<file path="src/rtl/alu_issue_ctrl.sv">
// Issue/writeback stage feeding the 2-bit ALU: IDLE -> READ -> EXEC -> WB, one instruction per 4 cycles.
// Define ALU_ISSUE_STICKY_ERR_EN to make flags_q[0] (E) sticky until a clr_err pulse.
module alu_issue_ctrl #(
  parameter int unsigned DATA_W = 2,
  parameter int unsigned REG_N  = 4,
  parameter int unsigned OP_W   = 3,
  localparam int unsigned IDX_W = $clog2(REG_N)
) (
  input  logic              clk,
  input  logic              rst,
  input  logic              instr_valid,
  output logic              instr_ready,
  input  logic [OP_W-1:0]   instr_op,
  input  logic [IDX_W-1:0]  instr_rd,
  input  logic [IDX_W-1:0]  instr_rs1,
  input  logic [IDX_W-1:0]  instr_rs2,
  input  logic              cfg_we,
  input  logic [IDX_W-1:0]  cfg_addr,
  input  logic [DATA_W-1:0] cfg_data,
  input  logic              clr_err,
  output logic [DATA_W-1:0] alu_a,
  output logic [DATA_W-1:0] alu_b,
  output logic [OP_W-1:0]   alu_sel,
  input  logic [DATA_W-1:0] alu_out,
  input  logic              alu_zero,
  input  logic              alu_carry,
  input  logic              alu_overflow,
  input  logic              alu_error,
  output logic              wb_valid,
  output logic [IDX_W-1:0]  wb_rd,
  output logic [DATA_W-1:0] wb_data,
  output logic [3:0]        flags_q,
  output logic [7:0]        err_count,
  output logic              busy
);

  typedef enum logic [1:0] {IDLE, READ, EXEC, WB} state_t;

  state_t            state;
  logic [DATA_W-1:0] rf [REG_N];
  logic [OP_W-1:0]   op_q;
  logic [IDX_W-1:0]  rd_q;
  logic [IDX_W-1:0]  rs1_q;
  logic [IDX_W-1:0]  rs2_q;

  assign busy = ~instr_ready;

`ifndef ALU_ISSUE_STICKY_ERR_EN
  logic clr_err_unused;
  assign clr_err_unused = clr_err;
`endif

  always_ff @(posedge clk or posedge rst) begin
    if (rst) begin
      state       <= IDLE;
      instr_ready <= 1'b1;
      op_q        <= '0;
      rd_q        <= '0;
      rs1_q       <= '0;
      rs2_q       <= '0;
      alu_a       <= '0;
      alu_b       <= '0;
      alu_sel     <= '0;
      wb_valid    <= 1'b0;
      wb_rd       <= '0;
      wb_data     <= '0;
      flags_q     <= '0;
      err_count   <= '0;
      for (int unsigned i = 0; i < REG_N; i++) rf[i] <= '0;
    end else begin
      wb_valid <= 1'b0;
`ifdef ALU_ISSUE_STICKY_ERR_EN
      if (clr_err) flags_q[0] <= 1'b0;
`endif
      case (state)
        IDLE: begin
          // A preload on the accept edge lands before READ samples the regfile.
          if (cfg_we) rf[cfg_addr] <= cfg_data;
          if (instr_valid) begin
            op_q        <= instr_op;
            rd_q        <= instr_rd;
            rs1_q       <= instr_rs1;
            rs2_q       <= instr_rs2;
            instr_ready <= 1'b0;
            state       <= READ;
          end
        end
        READ: begin
          alu_a   <= rf[rs1_q];
          alu_b   <= rf[rs2_q];
          alu_sel <= op_q;
          state   <= EXEC;
        end
        EXEC: begin
          wb_valid     <= 1'b1;
          wb_rd        <= rd_q;
          flags_q[3:1] <= {alu_zero, alu_carry, alu_overflow};
          if (alu_error) begin
            wb_data <= '0;
            if (err_count != 8'hFF) err_count <= err_count + 8'd1;
          end else begin
            wb_data   <= alu_out;
            rf[rd_q]  <= alu_out;
          end
`ifdef ALU_ISSUE_STICKY_ERR_EN
          // An errored retire wins over a coincident clear.
          flags_q[0] <= alu_error | (flags_q[0] & ~clr_err);
`else
          flags_q[0] <= alu_error;
`endif
          state <= WB;
        end
        WB: begin
          instr_ready <= 1'b1;
          state       <= IDLE;
        end
        default: state <= IDLE;
      endcase
    end
  end

endmodule

</file>
<file path="config.mk">
export PLATFORM = sky130hd
export DESIGN_NAME = alu_issue_ctrl
export DESIGN_NICKNAME = d
export VERILOG_FILES = /design/src/rtl/alu_issue_ctrl.sv
export SDC_FILE = /design/constraint.sdc
export NUM_CORES = 1
export LEC_CHECK = 0
export CORE_ASPECT_RATIO = 1.1
export CORE_MARGIN = 2
export CORE_UTILIZATION = 50
export CTS_CLUSTER_SIZE = 28
export DETAILED_ROUTE_END_ITERATION = 8
export DONT_BUFFER_PORTS = 1
export GPL_ROUTABILITY_DRIVEN = 0
export HOLD_SLACK_MARGIN = 0.15
export PLACE_DENSITY = 0.68
export SLEW_MARGIN = 20
export SYNTH_ARGS = -nofsm -noshare
export SYNTH_HDL_FRONTEND = slang
export SYNTH_SLANG_ARGS = --single-unit
</file>
<file path="constraint.sdc">
create_clock -name clk -period 1.4 [get_ports clk]
set_input_delay 0.14 -clock clk [delete_from_list [all_inputs] [get_ports clk]]
set_output_delay 0.14 -clock clk [all_outputs]
set_load 0.02 [all_outputs]
</file>
== Word-level counts from Yosys, hierarchy flattened ==
Cells that the tools add are included.

* Logic and storage cells: 67
* RAM bits: 0
* ROM bits: 0
* Flip-flop bits (word level): 44
* Bits of input ports: 24
* Output and inout port bits: 26
* Memories: 0
* Bits in latches: 0

* Reductions and logical operators: 9
* Add/sub/neg operators: 1
* Equality and inequality tests: 7
* Magnitude comparators: 6
* Div/mod/pow operators: 0
* Shifts and indexed selects: 0
* Bitwise gates (word level): 5
* Multipliers: 0
* Mux-type cells: 21

{| class="wikitable"
|+ Operators by type and width
! operator !! count
|-
| 8-bit bitwise mux || 2
|-
| 2-bit two-way mux || 8
|-
| 8-bit two-way mux || 2
|-
| 8-bit one-hot mux with 2 select lines || 1
|-
| 3-bit >= comparator (second input constant) || 4
|-
| 2-bit inverter with 3-bit output || 4
|-
| 8-bit by 1-bit adder with 8-bit output (second input constant) || 1
|-
| 2-bit binary-select mux with 2-bit select || 2
|-
| 2-bit demux with 2-bit select || 2
|-
| 8-bit != test (second input constant) || 1
|-
| 2-bit one-hot mux with 4 select lines || 1
|-
| 3-bit by 1-bit less-than comparator with 1-bit output (second input constant) || 2
|-
| 2-bit != test (second input constant) || 3
|-
| 3-bit AND reduction || 2
|-
| 2-bit equality test (second input constant) || 2
|-
| 2-bit AND reduction || 2
|-
| 2-bit nonzero test || 2
|-
| 2-bit by 1-bit equality test with 1-bit output (second input constant) || 1
|-
| 1-bit logical AND || 2
|-
| 2-bit logical NOT || 1
|-
| 1-bit two-way mux || 2
|-
| 1-bit one-hot mux with 2 select lines || 1
|-
| 1-bit inverter || 1
|}

== Depth between registers and ports, before layout ==
Gate-level depths: netlist of the first run.

* Word-level depth: 8
* Gate-level depth with buffers: 6
* Depth with buffers taken out: 5

== Worst setup path before layout of the first run ==
No wires, ideal clock.

* Path type: flip-flop to flip-flop
* Start: register err_count[0]
* End: register err_count[1]
* Data required time: 1.275 ns
* Arrival time: 1.418 ns
* Slack: -0.144 ns
* Library setup time: 0.125 ns
* Stages on the path, launching flop included: 5
* Buffers on the path: 0
* Cells stage by stage: dfrtp_1 > ha_1 > and3_4 > a21o_1 > mux2_4

* Longest elaborated chain between the ends: 2

{| class="wikitable"
|+ RTL lines
! what !! RTL line !! RTL
|-
| from (decl) || 33 || <nowiki>output logic [7:0] err_count,</nowiki>
|-
| from (signal assigned) || 100 || <nowiki>if (err_count != 8'hFF) err_count <= err_count + 8'd1;</nowiki>
|-
| parallel branches: the longest is 2 deep, another holds 8-bit by 1-bit adder with 8-bit output || -- ||
|}

Several ways; the timed one is not identified.
A chain may end at the register's enable or synchronous reset.

== Final worst setup path of the first run ==
* Start: register state[0]
* End: register err_count[6]

* Longest elaborated chain between the ends: 2

{| class="wikitable"
|+ RTL lines
! what !! RTL line !! RTL
|-
| from (decl) || 39 || <nowiki>state_t state;</nowiki>
|-
| from (signal assigned) || 55 || <nowiki>state <= IDLE;</nowiki>
|-
| from (signal assigned) || 85 || <nowiki>state <= READ;</nowiki>
|-
| from (signal assigned) || 92 || <nowiki>state <= EXEC;</nowiki>
|-
| 2-bit equality test || 75 || <nowiki>case (state)</nowiki>
|-
| 3-bit AND reduction (no line) || -- ||
|}

Every way passes these cells.

==> impl_metrics.csv, run 1 <==
group,metric,value,unit
timing,setup_tns,-0.817,ns
critical_path,arrival,1.71,ns
synth,yosys.area.top_type,"dfrtp_1",
route,drt_first_iter_violations,59,
critical_path,critPathCaptureType,"flip-flop",
critical_path,worstSetupPathType,"reg2reg",
clock_tree,numCtsBuffers,5,
critical_path,cp_num_buf_inv,2,
clock_tree,clk_pin_slew,0.08,ns
timing,max_slew_margin,60.3,%
route,drc,0,
synth,ys_warn_count,0,
clock_tree,cts.sinks,44,
timing,max_freq,0.659,GHz
placement,post_dp_cell_area,2350,um2
synth,synth_fp_nets,186,
outcome,failed_checks,"setup timing",
critical_path,required,1.59,ns
finish,area_growth,36.3,%
timing,final.min_clock_period,1.52,ns
synth,synth.most_common_cell,"dfrtp_1",
synth,yosysSeqAreaShare,53.1,%
critical_path,crit_path_end,"err_count[6]",
synth,synth_area_leaders,"dfrtp_1, mux2_2, mux4_1",
timing,layout_setup_ws,-0.118,ns
critical_path,reg2reg_slack,-0.12,ns
route,wirelength,4690,um
pwr,ir_drop,1.45,mV
clock_tree,clkLatencyLatePin,0.30,ns
finish,layout.nets,240,
grt,grt_max_degree,30,
pwr,power.switching,2.41,mW
critical_path,worstReg2RegEnd,"err_count[6]",
synth,ys_types,35,
min_path,holdCritStartpoint,"cfg_addr[0]",
timing,rsz0062_at_grt,"yes",
finish,multiInputGateArea,1060,um2
timing,period_share,108,%
die,start_util,52.3,%
clock_tree,clockBufferDepth,2,
finish,fill_cells,272,
critical_path,crit_path_cell_trace,"inv_2 -> ha_4 -> buf_6 -> nand4_1 -> nor2_1 -> mux2_4",
synth,synth-edff-count,0,
grt,grt_pass1_wl,7860,um
synth,syn_area,2070,um2
pwr,p_comb_share,43.6,%
die,die_w,65.4,um
clock_tree,tritoncts,"done",
route,firstDrtPassIters,4,
critical_path,cp-start-kind,"flip-flop",
grt,grt-ovfl-total,0,
placement,post-dp-hpwl,3310,um
synth,async_flop_share,100,%
job,cap_violations,0,
grt,grt_pass1_vias,1682,
critical_path,critPathTopFamily,"flip-flops",
placement,port_buffers,0,
clock_tree,clock_tree.root_cell,"clkbuf_8",
timing,slew_violations,0,
critical_path,critical_path.startpoint,"state[0]",
die,die_area,4680,um2
pwr,p_sw_share,37.8,%
timing,hold_slack,0.127,ns
finish,final_area,2830,um2
route,wl_per_cell,17.8,um
synth,ys.flop_type,"dfrtp_1",
die,io_pins,50,
grt,antenna_found_initial,0,
critical_path,path_depth,6,
die,dieHeight,71.6,um
timing,final-hold-violation-count,0,
clock_tree,htreeDepth,2,
route,routed-via-count,1522,
synth,syn_inst,157,
timing,worst_pin_slew,0.592,ns
finish,final_util,71.3,%
die,core-area,3960,um2
route,avgViaCountPerCell,5.77,
timing,setup_violations,11,
pwr,clkPwrFrac,15.0,%
synth,ys_seq_elements,44,
critical_path,critical_path.max_stage_delay,0.40,ns
pwr,p_leak,1.23,nW
critical_path,reg2reg_depth,6,
pwr,internal_power,3.96,mW
die,num_rows,24,
pwr,p_per_area,2250,nW/um2
critical_path,cp_slowest_cell,"dfrtp_1",
synth,avgSynthCellArea,13.2,um2
finish,regArea,1110,um2
min_path,hold_class,"in2reg",
critical_path,r2r-start,"state[0]",
grt,gr-usage-all-layers,22.5,%
finish,drive_gt1_share,41.0,%
synth,yosys-top-cells-count,"dfrtp_1, mux2_2",
pwr,seqPwrFrac,41.4,%
synth,yosys.area.top_type_share,51.9,%
timing,fin_worst_skew,0.00685,ns
route,ant_nets,0,
outcome,outcome,"finished, violations left",
critical_path,worstPathMaxFanout,5,
finish,antenna_cells,0,
[power by group through the flow]
stage / Clock (mW) / Combinational, mW / Sequential, mW
floorplan: 0 / 1.49 / 2.64
global route: 1.03 / 3.01 / 2.71
CTS: 0.973 / 2.66 / 2.62
detailed placement: 0 / 2.37 / 2.61
global placement: 0 / 2.24 / 2.57
finish: 0.957 / 2.77 / 2.64
[tightest hold or removal path: cells and delay by family]
| kind | cells | cell delay, ns |
|---|---|---|
| AO/OA/AOI/OAI | 2 | 0.22 |
| AND/OR/NAND/NOR | 1 | 0.03 |
[placed cells by master (no fill, tap or decap), drive strengths merged, types with 2 or more instances in the layout]
master / instances
nand4: 3
and3b: 3
and3: 2
xor2: 2
nor2: 5
dfrtp: 43
clkinv: 2
o21ai: 5
a22oi: 8
inv: 7
o211ai: 4
a211oi: 2
nor3b: 3
mux4: 4
o2bb2ai: 8
a21oi: 2
nand2: 8
clkbuf: 5
ha: 5
nand3: 3
buf: 30
xnor2: 2
mux2: 25
dlygate4sd3: 20
[area by class of cell]
type	instances	area share [%]
clock buffer	5	2.43
inverter	8	1.06
sequential	44	39.1
tap	52	2.30
multi-input combinational	102	37.4
timing repair buffer	50	16.2
clock inverter	3	1.50
[stage by stage]
step	instances	setup WS, ns	total power, mW
finish	264	-0.118	6.37
floorplan	157	-0.0821	4.13
global placement	233	-0.0927	4.82
detailed placement	233	-0.162	4.98
global route	264	-0.230	6.76
CTS	264	-0.0917	6.25
[kinds of logic (layout without fill, tap and decap cells)]
kind of cell | count (synthesis) | after routing | share of synthesized area [%]
flops | 44 | 44 | 53.1
compound gates | 32 | 32 | 11.2
simple gates | 32 | 32 | 9.71
mux | 29 | 29 | 18.8
buf+inv | 11 | 66 | 2.41
fa+ha+maj | 5 | 5 | 3.02
xor+xnor | 4 | 4 | 1.69
[state kept, by name, summed over array words and instances, names as in the netlist, 2 cells and up]
name and flops:
err_count 8, rf 8, flags_q 4, alu_sel 3
op_q 3, alu_a 2, alu_b 2, rd_q 2
rs1_q 2, rs2_q 2, state 2, wb_data 2
wb_rd 2
[per-layer routing]
metal	track usage, %	vias to the layer above	routed length (um)
met5	0	-	0
met2	38.5	49	2420
met3	7.22	12	309
met1	25.4	765	1850
met4	10.6	0	111
li1	-	696	-
[worst min-delay path by stage]
stage / endpoint / slack, ns / cells after the start
6_report: rf[2] / 0.13 / 3
5_1_grt: rf[2] / 0.15 / 3
4_1_cts: rf[2] / 0.13 / 3
3_5_place_dp: alu_sel[1] / 0.05 / 1
3_3_place_gp: alu_sel[1] / 0.04 / 1
2_1_floorplan: wb_data[0] / 0.26 / 2
[timing repair]
item,4_1_cts,5_1_grt
pin swaps,6,4
setup buffers,3,1
endpoints found under the setup margin,23,32
hold buffers,20,0
endpoints found under the hold margin,72,0
resized for setup,21,12
No activity file was read; power rests on OpenSTA's default activity.
==> inputs of run 2 (changes only) <==
--- a/config.mk
+++ b/config.mk
@@ -5,15 +5,17 @@
 export SDC_FILE = /design/constraint.sdc
 export NUM_CORES = 1
 export LEC_CHECK = 0
+export CELL_PAD_IN_SITES_DETAIL_PLACEMENT = 1
+export CELL_PAD_IN_SITES_GLOBAL_PLACEMENT = 1
 export CORE_ASPECT_RATIO = 1.1
 export CORE_MARGIN = 2
-export CORE_UTILIZATION = 50
+export CORE_UTILIZATION = 35
 export CTS_CLUSTER_SIZE = 28
 export DETAILED_ROUTE_END_ITERATION = 8
-export DONT_BUFFER_PORTS = 1
 export GPL_ROUTABILITY_DRIVEN = 0
 export HOLD_SLACK_MARGIN = 0.15
-export PLACE_DENSITY = 0.68
+export PLACE_DENSITY_LB_ADDON = 0.1
+export SETUP_SLACK_MARGIN = 0.05
 export SLEW_MARGIN = 20
 export SYNTH_ARGS = -nofsm -noshare
 export SYNTH_HDL_FRONTEND = slang
==> run 2 against run 1 <==
- the run still ends with setup timing left
- wire length rose by 21%
- combinational power rose by 42%
- global-route usage fell by 4.9 points
- non-clock buffer count rose by 32
- sequential cell count did not move
- cell area rose by 16%
- die area rose by 40%
- hold slack improved by 0.079 ns
- first-iteration DRC count fell by 6.8%
- critical path depth rose by 1
- critical endpoint is now err_count[7]
- highest routed layer unchanged
==> impl_metrics.csv, run 2 (same netlist as run 1, synthesis figures left out) <==
group,metric,value,unit
timing,worst_pin_slew,0.374,ns
clock_tree,clk_pin_slew,0.08,ns
critical_path,arrival,1.78,ns
finish,layout.nets,273,
timing,rsz0062_at_grt,"yes",
finish,final_area,3280,um2
die,die_w,77.4,um
route,wl_met2,3090,um
timing,max_slew_margin,75.0,%
critical_path,worstSetupPathType,"reg2reg",
clock_tree,clock_tree.root_cell,"clkbuf_8",
clock_tree,clkLatencyLatePin,0.30,ns
die,start_util,36.2,%
timing,final-hold-violation-count,0,
grt,grt-ovfl-total,0,
placement,port_buffers,48,
route,drc,0,
route,wirelength,5680,um
timing,slew_violations,0,
min_path,hold_class,"in2async",
die,core-area,5730,um2
finish,multiInputGateArea,1110,um2
die,num_rows,29,
die,die_area,6560,um2
placement,place_inst,299,
clock_tree,htreeDepth,2,
critical_path,reg2reg_depth,7,
timing,setup_tns,-2.04,ns
route,wl_met3,154,um
timing,setup_violations,37,
critical_path,critPathCaptureType,"flip-flop",
pwr,finalPower,7.60,mW
pwr,ir_drop,0.962,mV
outcome,outcome,"finished, violations left",
finish,fill_cells,615,
grt,antenna_found_initial,0,
clock_tree,cts.sinks,44,
route,avgViaCountPerCell,5.18,
die,dieHeight,84.7,um
finish,final_util,57.1,%
grt,gr-usage-all-layers,17.6,%
route,firstDrtPassIters,4,
die,io_pins,50,
timing,final.min_clock_period,1.57,ns
finish,area_growth,57.9,%
clock_tree,tritoncts,"done",
critical_path,cp-start-kind,"flip-flop",
timing,max_freq,0.639,GHz
route,ant_nets,0,
clock_tree,clockBufferDepth,2,
finish,antenna_cells,0,
outcome,failed_checks,"setup timing",
grt,grt_pass1_vias,1813,
finish,final_cell_mix,"dfrtp_1, buf_4, clkdlybuf4s50_1, dlygate4sd2_1, mux2_2",
timing,fin_worst_skew,0.00935,ns
route,routed-via-count,1667,
critical_path,required,1.61,ns
grt,grt_pass1_wl,9060,um
critical_path,worstPathMaxFanout,6,
route,wl_per_cell,17.7,um
timing,period_share,112,%
grt,grt_max_degree,45,
route,top_layer_used,"met4",
timing,layout_setup_ws,-0.166,ns
pwr,p_per_area,2320,nW/um2
finish,regArea,1110,um2
finish,layout_commonest_cell,"dfrtp_1",
route,drt_first_iter_violations,55,
finish,drive_gt1_share,40.0,%
route,met1_length,2380,um
finish,fin_cells,322,
finish,reg.largest.list,"err_count: 8 flops, rf: 8 flops, flags_q: 4 flops",
pwr,p_leak,1.45,nW
placement,post_dp_cell_area,2860,um2
job,cap_violations,0,
clock_tree,numCtsBuffers,5,
placement,post-dp-hpwl,3970,um
-- run 2: what timing repair did --
action / in CTS / in global routing
gates resized for setup: 42 / 31
setup endpoints to repair: 61 / 40
gates cloned: 0 / 1
pin swaps: 4 / 15
setup buffers: 3 / 11
hold buffers: 0 / 0
-- run 2: routing by layer --
metal	vias to the layer above	global-route usage (%)
met5	-	0
met4	0	4.87
met3	5	2.69
met2	38	32.3
met1	859	21.3
li1	765	-
-- run 2: where the power goes --
group	internal [mW]	total [mW]	leakage [nW]	switching, mW
Combinational	2.16	3.93	0.835	1.77
Sequential	1.88	2.34	0.535	0.461
Clock	0.892	1.33	0.0784	0.438
-- run 2: path summary, 6_finish.rpt --
check	startpoint	end	slack [ns]
min in group clk	alu_carry	flags_q[2]	0.46
worst max-delay path	state[0]	err_count[7]	-0.17
worst min register to register	wb_rd[0]	wb_rd[0]	0.50
max in group asynchronous	rst	instr_ready	0.94
worst min-delay path	rst	op_q[2]	0.21
worst max register to register	state[0]	err_count[7]	-0.17
-- run 2: cell type report --
cell class                 instances  area share [%]
inverter                           8           0.993
tap                               77            2.94
clock buffer                       5            2.10
timing repair buffer              82            23.5
multi-input combinational        103            33.9
sequential                        44            33.8
clock inverter                     3            2.75
-- run 2: stage by stage --
stage | setup WS [ns] | hold slack, ns
2_1_floorplan | -0.0654 | 0.257
3_3_place_gp | -0.0546 | 0.482
3_5_place_dp | -0.166 | 0.492
4_1_cts | -0.120 | 0.212
5_1_grt | -0.243 | 0.238
6_report | -0.166 | 0.205
-- run 2: critical path, cell delays in order, from the launching register on --
cell and delay, ns:
dfrtp_1 0.41, inv_2 0.09, ha_4 0.17, buf_4 0.12
buf_4 0.10, nand3_4 0.09, nor4_4 0.29, xor2_1 0.21
